[config.mk]
export PLATFORM = sky130hd
export DESIGN_NAME = napot_region_encoder_flat
export DESIGN_NICKNAME = d
export VERILOG_FILES = /design/src/rtl/napot_region_encoder_if.sv /design/src/rtl/napot_region_encoder.sv /design/src/flat_wrapper.sv
export SDC_FILE = /design/constraint.sdc
export NUM_CORES = 1
export LEC_CHECK = 0
export CAP_MARGIN = 15
export CORE_AREA = 2 2 124 126
export CTS_CLUSTER_DIAMETER = 40
export DETAILED_ROUTE_END_ITERATION = 8
export DIE_AREA = 0 0 126 128
export HOLD_SLACK_MARGIN = 0.12
export PLACE_DENSITY = 0.73
export SYNTH_ARGS = -nofsm -noshare
export SYNTH_HDL_FRONTEND = slang
export SYNTH_SLANG_ARGS = --single-unit
[constraint.sdc]
create_clock -name clk -period 5.3 [get_ports clk]
set_input_delay 0.795 -clock clk [delete_from_list [all_inputs] [get_ports clk]]
set_output_delay 0.795 -clock clk [all_outputs]
set_load 0.03 [all_outputs]
[src/rtl/napot_region_encoder_if.sv]
// Request / PMP-write / response bundle for the NAPOT region encoder.
// The master drives requests and accepts responses; the encoder is the slave.
interface napot_region_encoder_if #(
  parameter int NUM_ENTRIES = 16
);
  logic                   req_valid;
  logic                   req_ready;
  logic [4:0]             req_idx;
  logic [31:0]            req_base;
  logic [5:0]             req_size_log2;
  logic [2:0]             req_perm;
  logic                   req_lock;
  logic [NUM_ENTRIES-1:0] entry_locked;
  logic                   wr_en;
  logic [4:0]             wr_idx;
  logic [31:0]            wr_addr;
  logic [7:0]             wr_cfg;
  logic                   resp_valid;
  logic                   resp_ready;
  logic [2:0]             resp_code;

  modport master (
    output req_valid, req_idx, req_base, req_size_log2, req_perm, req_lock,
           entry_locked, resp_ready,
    input  req_ready, wr_en, wr_idx, wr_addr, wr_cfg, resp_valid, resp_code
  );

  modport slave (
    input  req_valid, req_idx, req_base, req_size_log2, req_perm, req_lock,
           entry_locked, resp_ready,
    output req_ready, wr_en, wr_idx, wr_addr, wr_cfg, resp_valid, resp_code
  );
endinterface

[src/rtl/napot_region_encoder.sv]
// Turns a (base, log2 size, perm) region request into a NAPOT pmpaddr/pmpcfg
// pair, writes it into the PMP entry file and reports a status code.
module napot_region_encoder #(
  parameter int NUM_ENTRIES = 16
) (
  input  logic                  clk,
  input  logic                  rst_n,
  napot_region_encoder_if.slave bus
);
  typedef enum logic [2:0] {IDLE, CHECK, BUILD, WRITE, RESP} state_e;
  typedef enum logic [2:0] {
    RC_OK    = 3'd0,
    RC_SIZE  = 3'd1,
    RC_ALIGN = 3'd2,
    RC_IDX   = 3'd3,
    RC_LOCK  = 3'd4
  } resp_code_e;

  state_e      state_q;
  resp_code_e  code_q;
  resp_code_e  chk_code;
  logic [4:0]  idx_q;
  logic [31:0] base_q;
  logic [5:0]  size_q;
  logic [2:0]  perm_q;
  logic        lock_q;
  logic [31:0] mask_q;
  logic [4:0]  cnt_q;
  logic        req_ready_q;
  logic        wr_en_q;
  logic [4:0]  wr_idx_q;
  logic [31:0] wr_addr_q;
  logic [7:0]  wr_cfg_q;
  logic        resp_valid_q;
  logic [2:0]  resp_code_q;
  logic [31:0] locked_pad;
  logic [63:0] align_mask;

  // Zero-extend the lock vector so any 5-bit index is a legal select.
  assign locked_pad = 32'(bus.entry_locked);
  assign align_mask = (64'd1 << size_q) - 64'd1;

  // NOTE: every variable assigned in always_comb gets a default first, so no latch is inferred.
  always_comb begin
    chk_code = RC_OK;
    if ({1'b0, idx_q} >= 6'(NUM_ENTRIES))                chk_code = RC_IDX;
    else if (locked_pad[idx_q])                          chk_code = RC_LOCK;
    else if (size_q < 6'd3 || size_q > 6'd32)            chk_code = RC_SIZE;
    else if ((64'(base_q) & align_mask) != 64'd0)        chk_code = RC_ALIGN;
  end

  // NOTE: sequential state uses non-blocking assignments only; reset is synchronous.
  always_ff @(posedge clk) begin
    if (!rst_n) begin
      state_q      <= IDLE;
      code_q       <= RC_OK;
      idx_q        <= '0;
      base_q       <= '0;
      size_q       <= '0;
      perm_q       <= '0;
      lock_q       <= 1'b0;
      mask_q       <= '0;
      cnt_q        <= '0;
      req_ready_q  <= 1'b1;
      wr_en_q      <= 1'b0;
      wr_idx_q     <= '0;
      wr_addr_q    <= '0;
      wr_cfg_q     <= '0;
      resp_valid_q <= 1'b0;
      resp_code_q  <= '0;
    end else begin
      wr_en_q <= 1'b0;
      unique case (state_q)
        IDLE: begin
          if (bus.req_valid && req_ready_q) begin
            idx_q       <= bus.req_idx;
            base_q      <= bus.req_base;
            size_q      <= bus.req_size_log2;
            perm_q      <= bus.req_perm;
            lock_q      <= bus.req_lock;
            req_ready_q <= 1'b0;
            state_q     <= CHECK;
          end
        end
        CHECK: begin
          code_q <= chk_code;
          mask_q <= '0;
          cnt_q  <= 5'(size_q - 6'd3);
          // Rejected requests spend the WRITE slot with the strobe held low,
          // so every response leaves from the same place.
          state_q <= (chk_code == RC_OK) ? BUILD : WRITE;
        end
        BUILD: begin
          if (cnt_q == 5'd0) begin
            wr_en_q   <= 1'b1;
            wr_idx_q  <= idx_q;
            wr_addr_q <= (base_q >> 2) | mask_q;
            wr_cfg_q  <= {lock_q, 2'b00, 2'b11, perm_q};
            state_q   <= WRITE;
          end else begin
            mask_q <= (mask_q << 1) | 32'd1;
            cnt_q  <= cnt_q - 5'd1;
          end
        end
        WRITE: begin
          resp_valid_q <= 1'b1;
          resp_code_q  <= code_q;
          state_q      <= RESP;
        end
        RESP: begin
          if (bus.resp_ready) begin
            resp_valid_q <= 1'b0;
            req_ready_q  <= 1'b1;
            state_q      <= IDLE;
          end
        end
        default: state_q <= IDLE;
      endcase
    end
  end

  assign bus.req_ready  = req_ready_q;
  assign bus.wr_en      = wr_en_q;
  assign bus.wr_idx     = wr_idx_q;
  assign bus.wr_addr    = wr_addr_q;
  assign bus.wr_cfg     = wr_cfg_q;
  assign bus.resp_valid = resp_valid_q;
  assign bus.resp_code  = resp_code_q;
endmodule

[src/flat_wrapper.sv]
// flat-port wrapper written by rule: the top's interface ports become plain ports
module napot_region_encoder_flat 
#(
  parameter int NUM_ENTRIES = 16
)
  (clk, rst_n, bus_req_valid, bus_req_idx, bus_req_base, bus_req_size_log2, bus_req_perm, bus_req_lock, bus_entry_locked, bus_resp_ready, bus_req_ready, bus_wr_en, bus_wr_idx, bus_wr_addr, bus_wr_cfg, bus_resp_valid, bus_resp_code);
  napot_region_encoder_if #(.NUM_ENTRIES(NUM_ENTRIES)) bus_i ();
  input  logic clk;
  input  logic rst_n;
  input wire logic [$bits(bus_i.req_valid)-1:0] bus_req_valid;
  input wire logic [$bits(bus_i.req_idx)-1:0] bus_req_idx;
  input wire logic [$bits(bus_i.req_base)-1:0] bus_req_base;
  input wire logic [$bits(bus_i.req_size_log2)-1:0] bus_req_size_log2;
  input wire logic [$bits(bus_i.req_perm)-1:0] bus_req_perm;
  input wire logic [$bits(bus_i.req_lock)-1:0] bus_req_lock;
  input wire logic [$bits(bus_i.entry_locked)-1:0] bus_entry_locked;
  input wire logic [$bits(bus_i.resp_ready)-1:0] bus_resp_ready;
  output wire logic [$bits(bus_i.req_ready)-1:0] bus_req_ready;
  output wire logic [$bits(bus_i.wr_en)-1:0] bus_wr_en;
  output wire logic [$bits(bus_i.wr_idx)-1:0] bus_wr_idx;
  output wire logic [$bits(bus_i.wr_addr)-1:0] bus_wr_addr;
  output wire logic [$bits(bus_i.wr_cfg)-1:0] bus_wr_cfg;
  output wire logic [$bits(bus_i.resp_valid)-1:0] bus_resp_valid;
  output wire logic [$bits(bus_i.resp_code)-1:0] bus_resp_code;
  assign bus_i.req_valid = bus_req_valid;
  assign bus_i.req_idx = bus_req_idx;
  assign bus_i.req_base = bus_req_base;
  assign bus_i.req_size_log2 = bus_req_size_log2;
  assign bus_i.req_perm = bus_req_perm;
  assign bus_i.req_lock = bus_req_lock;
  assign bus_i.entry_locked = bus_entry_locked;
  assign bus_i.resp_ready = bus_resp_ready;
  assign bus_req_ready = bus_i.req_ready;
  assign bus_wr_en = bus_i.wr_en;
  assign bus_wr_idx = bus_i.wr_idx;
  assign bus_wr_addr = bus_i.wr_addr;
  assign bus_wr_cfg = bus_i.wr_cfg;
  assign bus_resp_valid = bus_i.resp_valid;
  assign bus_resp_code = bus_i.resp_code;
  napot_region_encoder #(.NUM_ENTRIES(NUM_ENTRIES)) u_core (.clk(clk), .rst_n(rst_n), .bus(bus_i));
endmodule
==> load_flow_metrics.sql, run 1 <==
INSERT INTO impl_metrics (metric_group, metric, value, unit) VALUES
('grt', 'grtUsageTotal', '25.9', '%'),
('clocking', 'clock_sink_count', '138', ''),
('placed_design', 'io_buffers', '115', ''),
('clocking', 'clock_path_buffers', '2', ''),
('floorplan', 'dieWidth', '126', 'um'),
('synth', 'ys_seq_elements', '138', ''),
('grt', 'grt_use_met2', '40.2', '%'),
('placed_design', 'gp_routability_congestion', '0.938', ''),
('drt', 'routed-via-count', '6617', ''),
('drt', 'residual_drc', '0', ''),
('final_layout', 'layout.nets', '1038', ''),
('drt', 'drt_first_iter_violations', '594', ''),
('grt', 'grt_most_used_layer', 'met2', ''),
('clocking', 'post_cts.repair.setup_buffers', '0', ''),
('timing', 'finalHoldViolCount', '0', ''),
('floorplan', 'initial_utilization', '47.2', '%'),
('timing', 'fin_skew', '0.00939', 'ns'),
('outcome', 'run_status', 'complete, no violations', ''),
('critical_path', 'timing.setup.critical_path_class', 'flop to flop', ''),
('power_and_ir_drop', 'switchingPower', '1.33', 'mW'),
('critical_path', 'critPathLaunchType', 'flop', ''),
('placed_design', 'placement.cell_area', '8240', 'um^2'),
('floorplan', 'core-area', '14900', 'um^2'),
('power_and_ir_drop', 'power.combinational.fraction', '31.1', '%'),
('hold_path', 'timing.hold.worst_path_depth', '2', ''),
('power_and_ir_drop', 'swShare', '35.2', '%'),
('power_and_ir_drop', 'power_report.internal_total', '2.46', 'mW'),
('floorplan', 'boundaryPins', '118', ''),
('critical_path', 'endpoint_kind', 'flop', ''),
('final_layout', 'diode_insertion_count_for_antenna_repair', '0', ''),
('clocking', 'post_cts_resized', '0', ''),
('timing', 'grt_setup_unrepaired', 'no', ''),
('critical_path', 'crit_path_max_fanout', '18', ''),
('grt', 'number_of_global_route_vias_before_repair', '6342', ''),
('drt', 'route.detailed.wl_per_inst', '17.8', 'um'),
('hold_path', 'min_path_type', 'flop to flop', ''),
('floorplan', 'die-height', '128', 'um'),
('critical_path', 'crit-reg2reg-capture', 'u_core.code_q[1]', ''),
('synth', 'synth_top_flop_cell', 'sky130_fd_sc_hd__dfxtp_1', ''),
('synth', 'number_of_standard_cells_after_synthesis', '883', ''),
('final_layout', 'layout-drive-gt1-share', '7.08', '%'),
('grt', 'initial_antenna_violation_count', '0', ''),
('final_layout', 'n_fill_cell', '1347', ''),
('floorplan', 'rows', '45', ''),
('power_and_ir_drop', 'clkPwrFrac', '35.2', '%'),
('floorplan', 'design.die.area', '16100', 'um^2'),
('critical_path', 'critical_r2r_launch', 'u_core.size_q[0]', ''),
('placed_design', 'hpwl', '14500', 'um'),
('power_and_ir_drop', 'peakVddDrop', '0.244', 'mV'),
('clocking', 'postCtsHoldBufs', '0', ''),
('drt', 'routed_wirelength', '20700', 'um'),
('clocking', 'clockRootBuffer', 'sky130_fd_sc_hd__clkbuf_16', ''),
('clocking', 'clkLatencyLatePin', '0.42', 'ns'),
('grt', 'use_met3', '5.59', '%'),
('timing', 'fin_setup_tns', '0', 'ns'),
('power_and_ir_drop', 'pwr_density_cell', '426', 'nW/um^2'),
('final_layout', 'final_cell_area', '8900', 'um^2'),
('synth', 'synth_edf_count', '0', ''),
('power_and_ir_drop', 'power_frac_seq', '33.7', '%'),
('hold_path', 'hold-path-endpoint', 'u_core.bus.wr_cfg[0]', ''),
('timing', 'timing_worst_slew_pin_value', '1.07', 'ns'),
('timing', 'timing.final.crit_share', '76.9', '%'),
('drt', 'vias_per_cell', '5.69', ''),
('critical_path', 'reg2regPathDepth', '11', ''),
('synth', 'post_synth_num_cell_types', '66', ''),
('synth', 'synth_warnings', '0', ''),
('timing', 'normalized_max_slew_margin', '28.5', '%'),
('drt', 'first_pass_iters', '5', ''),
('grt', 'global_route.overflow_total', '0', ''),
('final_layout', 'layout-area-overhead-vs-synth', '27.0', '%'),
('flow_run', 'drv_cap', '0', '');
[worst max-delay path: stages (launching register included)]
cell,delay (ns)
sky130_fd_sc_hd__dfxtp_1,0.44
sky130_fd_sc_hd__ha_1,0.25
sky130_fd_sc_hd__ha_1,0.62
sky130_fd_sc_hd__or4b_1,0.61
sky130_fd_sc_hd__o211ai_1,0.25
sky130_fd_sc_hd__o21bai_1,0.33
sky130_fd_sc_hd__nor2_1,0.12
sky130_fd_sc_hd__xnor2_1,0.15
sky130_fd_sc_hd__a2111oi_0,0.44
sky130_fd_sc_hd__nand4_1,0.26
sky130_fd_sc_hd__o31ai_1,0.33
sky130_fd_sc_hd__a21oi_1,0.12
[Yosys cell counts (all sizes together), types with 3 or more instances]
| library cell | n | area (um^2) |
|---|---|---|
| nand4 | 10 | 62.6 |
| nand3b | 9 | 67.6 |
| dfxtp | 138 | 2760 |
| o211ai | 5 | 37.5 |
| nor2 | 53 | 199 |
| xnor2 | 10 | 87.6 |
| xor2 | 9 | 78.8 |
| or3 | 3 | 18.8 |
| nor4b | 5 | 50.0 |
| a21o | 4 | 30.0 |
| o211a | 3 | 30.0 |
| or4 | 5 | 37.5 |
| a21boi | 96 | 721 |
| a21oi | 24 | 120 |
| mux2i | 5 | 50.1 |
| nor2b | 11 | 68.8 |
| a211oi | 3 | 22.5 |
| o21ai | 22 | 110 |
| ha | 9 | 113 |
| nor3b | 35 | 263 |
| nor3 | 39 | 195 |
| o21ba | 3 | 30.0 |
| a22oi | 7 | 52.6 |
| buf | 15 | 77.6 |
| clkbuf | 58 | 219 |
| o22ai | 4 | 25.0 |
| nand2 | 191 | 717 |
| or2 | 4 | 25.0 |
| nor4 | 5 | 37.5 |
| nand3 | 43 | 215 |
| mux4 | 5 | 113 |
| inv | 10 | 37.5 |
[cell families (layout without fill, tap and decap cells)]
group                      Yosys count  after routing  share of synthesized area, %
AOI/OAI and AO/OA                  194            194                          19.6
other                                1              2                        0.0535
xor gates and xnor gates            19             19                          2.37
adders and majority gates            9              9                          1.61
and+or+nand+nor                    429            429                          29.8
buffers and inverters               83            174                          4.76
muxes                               10             10                          2.32
DFF                                138            138                          39.4
[how the worst max path moves through the flow]
stage	depth (start not counted)	slack [ns]	from	to
2_1_floorplan	17	1.57	u_core.size_q[2]	u_core.code_q[1]
3_3_place_gp	11	1.44	u_core.size_q[0]	u_core.code_q[1]
3_5_place_dp	11	1.33	u_core.size_q[0]	u_core.code_q[1]
5_1_grt	11	0.87	u_core.size_q[0]	u_core.code_q[1]
6_report	11	1.23	u_core.size_q[0]	u_core.code_q[1]
4_1_cts	11	1.27	u_core.size_q[0]	u_core.code_q[1]
[state kept, by name, indices dropped and copies added (netlist names)]
register and count:
u_core.bus.resp_valid 1, u_core.bus.req_ready 1, u_core.bus.resp_code 3, u_core.lock_q 1, u_core.size_q 6, u_core.mask_q 32, u_core.code_q 3, u_core.idx_q 5
u_core.bus.wr_addr 32, u_core.perm_q 3, u_core.bus.wr_idx 5, u_core.bus.wr_cfg 5, u_core.bus.wr_en 1, u_core.state_q 3, u_core.base_q 32, u_core.cnt_q 5
[per-layer routing]
metal  vias to the layer above  share of wire (%)
met2                       235                 45
li1                       3237                  -
met1                      3112                 47
met5                         -                  0
met4                         0                1.9
met3                        33                5.8
[layout by cell type (no fill, tap or decap), drive strengths merged, types with 4 or more instances in the layout]
| cell type | instances |
|---|---|
| o211ai | 5 |
| nand4 | 10 |
| or4 | 5 |
| mux2i | 5 |
| buf | 18 |
| a22oi | 7 |
| nor2 | 53 |
| xor2 | 9 |
| inv | 16 |
| nor4b | 5 |
| clkdlybuf4s50 | 114 |
| o22ai | 4 |
| nor2b | 11 |
| a21boi | 96 |
| ha | 9 |
| nor3 | 39 |
| or2 | 4 |
| bufinv | 5 |
| dfxtp | 138 |
| nor3b | 35 |
| xnor2 | 10 |
| o21ai | 22 |
| clkbuf | 17 |
| nand3b | 9 |
| a21o | 4 |
| nand3 | 43 |
| a21oi | 24 |
| mux4 | 5 |
| nand2 | 191 |
| nor4 | 5 |
[final cells by class]
class                           count  area [um^2]  area share [%]
Clock buffer                       17          425            4.78
Sequential cell                   138         2760            31.0
Clock inverter                     15          235            2.64
Inverter                           10         37.5           0.422
Timing Repair Buffer              132         1270            14.3
Multi-Input combinational cell    663         3930            44.2
Tap cell                          188          235            2.64
[per-stage QoR]
| step | hold slack [ns] | cells | util (%) | total power [mW] | setup WS (ns) |
|---|---|---|---|---|---|
| floorplan | 0.441 | 884 | - | 2.06 | 1.57 |
| detailed placement | 0.461 | 1131 | 55.4 | 2.46 | 1.33 |
| global placement | 0.453 | 1131 | 55.4 | 2.46 | 1.44 |
| CTS | 0.470 | 1163 | 59.9 | 3.80 | 1.27 |
| finish | 0.464 | 1163 | 59.9 | 3.79 | 1.23 |
| global route | 0.485 | 1163 | 59.9 | 3.98 | 0.868 |
[power by group through the flow]
| stage | logic, mW | registers (mW) | clock network [mW] |
|---|---|---|---|
| 6_report | 1.18 | 1.28 | 1.33 |
| 3_3_place_gp | 1.17 | 1.30 | 0 |
| 2_1_floorplan | 0.719 | 1.34 | 0 |
| 5_1_grt | 1.29 | 1.29 | 1.39 |
| 3_5_place_dp | 1.17 | 1.30 | 0 |
| 4_1_cts | 1.18 | 1.28 | 1.35 |
Power figures use the tool's default switching activity.
==> run 2, diff against run 1 <==
--- a/config.mk
+++ b/config.mk
@@ -11,7 +11,7 @@
 export DETAILED_ROUTE_END_ITERATION = 8
 export DIE_AREA = 0 0 126 128
 export HOLD_SLACK_MARGIN = 0.12
-export PLACE_DENSITY = 0.73
+export PLACE_DENSITY = 0.75
 export SYNTH_ARGS = -nofsm -noshare
 export SYNTH_HDL_FRONTEND = slang
 export SYNTH_SLANG_ARGS = --single-unit
==> constraint.sdc (replaced) <==
create_clock -name clk -period 3.6 [get_ports clk]
set_input_delay 0.54 -clock clk [delete_from_list [all_inputs] [get_ports clk]]
set_output_delay 0.54 -clock clk [all_outputs]
set_load 0.03 [all_outputs]
==> run 2 against run 1 <==
Effect of this change: core utilization is 1.8 points higher; global-route usage increased by 0.62 points; routed wire length is 2.9% higher; total power grew 43%; die area is the same; setup slack worse by 1.1 ns; combinational power rose by 62%; largest cell class unchanged; highest routed layer unchanged.
==> load_flow_metrics.sql, run 2 (synthesis gave the netlist of run 1 again) <==
INSERT INTO impl_metrics (metric_group, metric, value, unit) VALUES
('clocking', 'clkLatencyLatePin', '0.42', 'ns'),
('floorplan', 'initial_utilization', '47.2', '%'),
('flow_run', 'drv_cap', '0', ''),
('clocking', 'clock_sink_count', '138', ''),
('timing', 'timing_worst_slew_pin_value', '0.877', 'ns'),
('drt', 'routed_wirelength', '21300', 'um'),
('drt', 'vias_per_cell', '5.75', ''),
('critical_path', 'cp_data_arrival_time', '3.77', 'ns'),
('power_and_ir_drop', 'pwr_density_cell', '594', 'nW/um^2'),
('critical_path', 'path_delay_family', 'simple AND/OR/NAND/NOR gates', ''),
('critical_path', 'critPathLaunchType', 'flop', ''),
('drt', 'first_pass_iters', '4', ''),
('critical_path', 'timing.setup.critical_path_class', 'flop to flop', ''),
('timing', 'timing.final.setup_violations', '0', ''),
('clocking', 'cts_tree', 'done', ''),
('grt', 'global_route.overflow_total', '0', ''),
('power_and_ir_drop', 'pleak', '3.33', 'nW'),
('final_layout', 'layout.nets', '1080', ''),
('placed_design', 'io_buffers', '115', ''),
('floorplan', 'design.die.area', '16100', 'um^2'),
('floorplan', 'rows', '45', ''),
('timing', 'period_minus_slack', '3.49', 'ns'),
('floorplan', 'die-height', '128', 'um'),
('placed_design', 'dpl.cell_count', '1172', ''),
('final_layout', 'most_frequent_standard_cell_in_the_layout_excluding_fill_and_tap_cells', 'sky130_fd_sc_hd__nand2_1', ''),
('critical_path', 'timing.critical_path.slowest_stage_cell', 'sky130_fd_sc_hd__or4_1', ''),
('grt', 'number_of_global_route_vias_before_repair', '6527', ''),
('clocking', 'clock_path_buffers', '2', ''),
('final_layout', 'layout-drive-gt1-share', '11.2', '%'),
('critical_path', 'crit_path_max_fanout', '7', ''),
('timing', 'fmax', '0.287', 'GHz'),
('critical_path', 'cp.buffers_inverters', '2', ''),
('clocking', 'clockRootBuffer', 'sky130_fd_sc_hd__clkbuf_16', ''),
('clocking', 'postCtsHoldBufs', '0', ''),
('floorplan', 'boundaryPins', '118', ''),
('timing', 'normalized_max_slew_margin', '41.3', '%'),
('floorplan', 'dieWidth', '126', 'um'),
('floorplan', 'core-area', '14900', 'um^2'),
('drt', 'drt_first_iter_violations', '514', ''),
('critical_path', 'crit_path_max_incr_delay', '0.55', 'ns'),
('critical_path', 'cp_cell_sequence', 'ha_1, ha_1, buf_4, or4_1, a222oi_1, buf_4, nand2_1, xor2_1, a221oi_1, and4b_1, nand4_1, nor3_1, a41oi_1', ''),
('power_and_ir_drop', 'peakVddDrop', '0.354', 'mV'),
('critical_path', 'endpoint_kind', 'flop', ''),
('final_layout', 'layout-area-overhead-vs-synth', '30.7', '%'),
('drt', 'drtAntennaViolNets', '0', ''),
('clocking', 'path_clk_slew', '0.06', 'ns'),
('clocking', 'cts-buffers-inserted', '17', ''),
('timing', 'fin_skew', '0.00544', 'ns'),
('critical_path', 'cp.required', '3.88', 'ns'),
('timing', 'setup_slack', '0.113', 'ns'),
('drt', 'route.detailed.wl_per_inst', '17.7', 'um'),
('grt', 'wire_length_of_the_first_global_routing_pass', '34000', 'um'),
('placed_design', 'place_worst_setup_slack', '0.157', 'ns'),
('drt', 'residual_drc', '0', ''),
('outcome', 'run_status', 'complete, no violations', ''),
('grt', 'initial_antenna_violation_count', '0', ''),
('clocking', 'cts_htree_levels', '4', ''),
('grt', 'grt_max_degree', '67', ''),
('grt', 'grtUsageTotal', '26.5', '%'),
('final_layout', 'diode_insertion_count_for_antenna_repair', '0', ''),
('drt', 'routed-via-count', '6934', ''),
('hold_path', 'min_path_type', 'flop to flop', ''),
('timing', 'timing.final.crit_share', '96.9', '%'),
('placed_design', 'gp_routability_congestion', '0.979', ''),
('final_layout', 'layout.cells.most_common_list', 'sky130_fd_sc_hd__nand2_1, sky130_fd_sc_hd__dfxtp_1, sky130_fd_sc_hd__clkdlybuf4s50_1', ''),
('placed_design', 'hpwl', '15200', 'um'),
('final_layout', 'post_layout_nonfiller_instances', '1205', ''),
('timing', 'slew_viol_final', '0', ''),
('timing', 'finalHoldViolCount', '0', '');
run 2: changes by cell type in the layout (fill, tap and decap cells not counted), sizes merged:
cell	previous run	this run
buf	18	60
clkinv	1	7
bufinv	5	1
clkinvlp	3	2
clkbuf	17	21
inv	16	11
run 2: through the flow:
stage | total power, mW | cell area (um^2) | setup TNS [ns] | utilization, % | hold slack (ns)
final | 5.44 | 9160 | 0 | 61.6 | 0.462
after global routing | 5.72 | 9160 | -0.0637 | 61.6 | 0.481
after CTS | 5.42 | 9140 | 0 | 61.5 | 0.465
after detailed placement | 3.76 | 8580 | 0 | 57.7 | 0.457
after global placement | 3.76 | 8580 | 0 | 57.7 | 0.451
after floorplan | 3.03 | 7020 | 0 | - | 0.441
run 2: worst min-delay path, stage by stage, from the launching register on:
cell and delay (ns):
sky130_fd_sc_hd__dfxtp_1 0.31, sky130_fd_sc_hd__nand2_1 0.05, sky130_fd_sc_hd__a21boi_0 0.06
run 2: timing repair:
| action | in CTS | in global routing |
|---|---|---|
| buffers inserted | 0 | 1 |
| endpoints found under the setup margin | 0 | 2 |
| gates resized for setup | 0 | 5 |
run 2: worst paths after layout:
check	slack (ns)	to	depth (start not counted)	from
setup / recovery	0.11	u_core.state_q[0]	13	u_core.size_q[0]
setup reg to reg	0.11	u_core.state_q[0]	13	u_core.size_q[0]
hold reg to reg	0.46	u_core.perm_q[2]	2	u_core.perm_q[2]
hold / removal	0.46	u_core.perm_q[2]	2	u_core.perm_q[2]
run 2: cell type report:
class                           instances  area [um^2]
Fill cell                            1332         5700
Multi-Input combinational cell        663         3960
Sequential cell                       138         2760
Timing Repair Buffer                  174         1610
Clock buffer                           21          460
Tap cell                              188          235
Clock inverter                         11         96.3
Inverter                               10         37.5
run 2: per-layer routing:
| metal | wire length (um) | track usage, % | vias up |
|---|---|---|---|
| li1 | - | - | 3320 |
| met5 | 0 | 0 | - |
| met4 | 614 | 10.5 | 0 |
| met2 | 9700 | 41.9 | 254 |
| met3 | 1230 | 5.22 | 42 |
| met1 | 9780 | 35.9 | 3318 |
run 2: power breakdown:
part           internal [mW]  leakage, nW  total, mW  switching (mW)
Combinational          0.784         1.93       1.91            1.13
Clock                  0.983        0.273       1.65           0.668
Sequential              1.70         1.12       1.88           0.175
Total                   3.47         3.33       5.44            1.97
==> run 3, diff against run 2 <==
--- a/config.mk
+++ b/config.mk
@@ -11,7 +11,7 @@
 export DETAILED_ROUTE_END_ITERATION = 8
 export DIE_AREA = 0 0 126 128
 export HOLD_SLACK_MARGIN = 0.12
-export PLACE_DENSITY = 0.75
+export PLACE_DENSITY = 0.73
 export SYNTH_ARGS = -nofsm -noshare
 export SYNTH_HDL_FRONTEND = slang
 export SYNTH_SLANG_ARGS = --single-unit
==> constraint.sdc (replaced) <==
create_clock -name clk -period 4 [get_ports clk]
set_input_delay 0.6 -clock clk [delete_from_list [all_inputs] [get_ports clk]]
set_output_delay 0.6 -clock clk [all_outputs]
set_load 0.03 [all_outputs]
==> run 3 against run 2 <==
Effect of this change: final cell count down 2.7%; register-to-register slack improved by 0.33 ns; clock power down 13%; critical path type unchanged; highest routed layer unchanged.
==> load_flow_metrics.sql, run 3 (synthesis gave the netlist of run 1 again) <==
INSERT INTO impl_metrics (metric_group, metric, value, unit) VALUES
('outcome', 'run_status', 'complete, no violations', ''),
('timing', 'setup_slack', '0.446', 'ns'),
('drt', 'vias_per_cell', '5.67', ''),
('timing', 'grt_setup_unrepaired', 'no', ''),
('drt', 'routed-via-count', '6651', ''),
('timing', 'fin_setup_tns', '0', 'ns'),
('drt', 'first_pass_iters', '5', ''),
('timing', 'period_minus_slack', '3.55', 'ns'),
('timing', 'normalized_max_slew_margin', '26.4', '%'),
('grt', 'number_of_global_route_vias_before_repair', '6184', ''),
('hold_path', 'timing.hold.worst_path_depth', '2', ''),
('clocking', 'clock_path_buffers', '2', ''),
('clocking', 'cts_htree_levels', '4', ''),
('drt', 'residual_drc', '0', ''),
('placed_design', 'io_buffers', '115', ''),
('hold_path', 'min_path_type', 'flop to flop', ''),
('critical_path', 'timing.critical_path.slowest_stage_cell', 'sky130_fd_sc_hd__or4_1', ''),
('timing', 'slew_viol_final', '0', ''),
('drt', 'route.detailed.wl_per_inst', '17.3', 'um'),
('critical_path', 'cp_cell_sequence', 'inv_1, ha_1, buf_4, nor4_1, xnor2_1, a21boi_0, a221o_1, or4_1, nor4_2, nand4_1, nor3_1, a41oi_1', ''),
('power_and_ir_drop', 'pwr_density_cell', '532', 'nW/um^2'),
('critical_path', 'cp.required', '4.28', 'ns'),
('grt', 'global_route.overflow_total', '0', ''),
('placed_design', 'gp_routability_congestion', '1.00', ''),
('power_and_ir_drop', 'pleak', '3.14', 'nW'),
('clocking', 'post_cts_resized', '0', ''),
('clocking', 'cts_tree', 'done', ''),
('floorplan', 'core-area', '14900', 'um^2'),
('critical_path', 'critPathLaunchType', 'flop', ''),
('timing', 'fin_skew', '0.00979', 'ns'),
('final_layout', 'final_cell_area', '8860', 'um^2'),
('timing', 'timing.final.setup_violations', '0', ''),
('power_and_ir_drop', 'peakVddDrop', '0.321', 'mV'),
('critical_path', 'critical_path_depth', '12', ''),
('clocking', 'post_cts.repair.setup_buffers', '0', ''),
('grt', 'grt_max_degree', '68', ''),
('timing', 'timing_worst_slew_pin_value', '1.10', 'ns'),
('power_and_ir_drop', 'finalPower', '4.72', 'mW'),
('floorplan', 'dieWidth', '126', 'um'),
('clocking', 'cts-buffers-inserted', '17', ''),
('critical_path', 'crit_path_max_fanout', '13', ''),
('final_layout', 'n_fill_cell', '1401', ''),
('flow_run', 'drv_cap', '0', ''),
('critical_path', 'crit_path_max_incr_delay', '0.54', 'ns'),
('critical_path', 'reg2regPathDepth', '12', ''),
('drt', 'routed_wirelength', '20300', 'um'),
('grt', 'wire_length_of_the_first_global_routing_pass', '32500', 'um'),
('timing', 'timing.final.crit_share', '88.8', '%'),
('placed_design', 'place_worst_setup_slack', '0.499', 'ns'),
('clocking', 'postCtsHoldBufs', '0', ''),
('timing', 'finalHoldViolCount', '0', ''),
('critical_path', 'cp_data_arrival_time', '3.83', 'ns'),
('placed_design', 'hpwl', '14300', 'um'),
('grt', 'grtUsageTotal', '25.1', '%'),
('grt', 'initial_antenna_violation_count', '0', ''),
('critical_path', 'endpoint_kind', 'flop', ''),
('clocking', 'clockRootBuffer', 'sky130_fd_sc_hd__clkbuf_16', ''),
('clocking', 'path_clk_slew', '0.06', 'ns'),
('timing', 'fmax', '0.281', 'GHz'),
('clocking', 'clock_sink_count', '138', ''),
('floorplan', 'die-height', '128', 'um'),
('drt', 'drt_first_iter_violations', '561', ''),
('drt', 'drtAntennaViolNets', '0', ''),
('final_layout', 'most_frequent_standard_cell_in_the_layout_excluding_fill_and_tap_cells', 'sky130_fd_sc_hd__nand2_1', ''),
('final_layout', 'layout.nets', '1048', ''),
('floorplan', 'boundaryPins', '118', ''),
('final_layout', 'layout-area-overhead-vs-synth', '26.3', '%'),
('floorplan', 'rows', '45', ''),
('final_layout', 'layout.cells.most_common_list', 'sky130_fd_sc_hd__nand2_1, sky130_fd_sc_hd__dfxtp_1, sky130_fd_sc_hd__clkdlybuf4s50_1', ''),
('clocking', 'clkLatencyLatePin', '0.42', 'ns'),
('critical_path', 'path_delay_family', 'simple AND/OR/NAND/NOR gates', ''),
('final_layout', 'diode_insertion_count_for_antenna_repair', '0', ''),
('floorplan', 'initial_utilization', '47.2', '%'),
('placed_design', 'placement.cell_area', '8320', 'um^2'),
('floorplan', 'design.die.area', '16100', 'um^2'),
('critical_path', 'timing.setup.critical_path_class', 'flop to flop', ''),
('critical_path', 'cp.buffers_inverters', '2', ''),
('final_layout', 'layout-drive-gt1-share', '7.72', '%');
## run 3: changes by cell type in the layout (fill, tap and decap cells not counted), moves of 2 or more
cell                         delta
sky130_fd_sc_hd__buf_12         -2
sky130_fd_sc_hd__clkinvlp_4     +2
sky130_fd_sc_hd__buf_4         -30
sky130_fd_sc_hd__clkinv_2       -3
## run 3: final cells by class
class / count / area, um^2 / area share, %
clock buffers: 22 / 474 / 5.35
clock inverters: 9 / 66.3 / 0.749
well taps: 188 / 235 / 2.66
multi-input cells: 663 / 3930 / 44.4
inverters: 10 / 37.5 / 0.424
repair buffers: 142 / 1350 / 15.2
flip-flops and latches: 138 / 2760 / 31.2
## run 3: path summary, 6_finish.rpt
| kind | from | to | slack [ns] |
|---|---|---|---|
| min reg2reg | u_core.bus.wr_cfg[0] | u_core.bus.wr_cfg[0] | 0.46 |
| max reg2reg | u_core.size_q[0] | u_core.state_q[0] | 0.45 |
| min | u_core.bus.wr_cfg[0] | u_core.bus.wr_cfg[0] | 0.46 |
| max | u_core.size_q[0] | u_core.state_q[0] | 0.45 |
## run 3: through the flow
stage | util (%) | cells | hold slack, ns
after global routing | 59.6 | 1172 | 0.490
after CTS | 59.6 | 1172 | 0.465
after global placement | 56.0 | 1141 | 0.451
final | 59.6 | 1172 | 0.461
after floorplan | - | 884 | 0.441
after detailed placement | 56.0 | 1141 | 0.458
## run 3: report_power, final
group          total, mW  switching [mW]  leakage (nW)  internal (mW)
logic               1.61           0.989          1.77          0.623
clock network       1.43           0.589         0.255          0.840
registers           1.67           0.143          1.12           1.53
total               4.72            1.72          3.14           2.99
## run 3: worst register-to-register path: stages (launching register included)
cell,delay [ns]
sky130_fd_sc_hd__dfxtp_1,0.43
sky130_fd_sc_hd__inv_1,0.09
sky130_fd_sc_hd__ha_1,0.33
sky130_fd_sc_hd__buf_4,0.24
sky130_fd_sc_hd__nor4_1,0.43
sky130_fd_sc_hd__xnor2_1,0.17
sky130_fd_sc_hd__a21boi_0,0.10
sky130_fd_sc_hd__a221o_1,0.29
sky130_fd_sc_hd__or4_1,0.55
sky130_fd_sc_hd__nor4_2,0.17
sky130_fd_sc_hd__nand4_1,0.22
sky130_fd_sc_hd__nor3_1,0.27
sky130_fd_sc_hd__a41oi_1,0.13
## run 3: metal layers
metal / global-route usage, % / vias up / wire, um
li1: - / 3257 / -
met1: 35.6 / 3171 / 9510
met2: 39.9 / 194 / 9240
met3: 4.26 / 29 / 1190
met4: 6.46 / 0 / 323
met5: 0 / - / 0
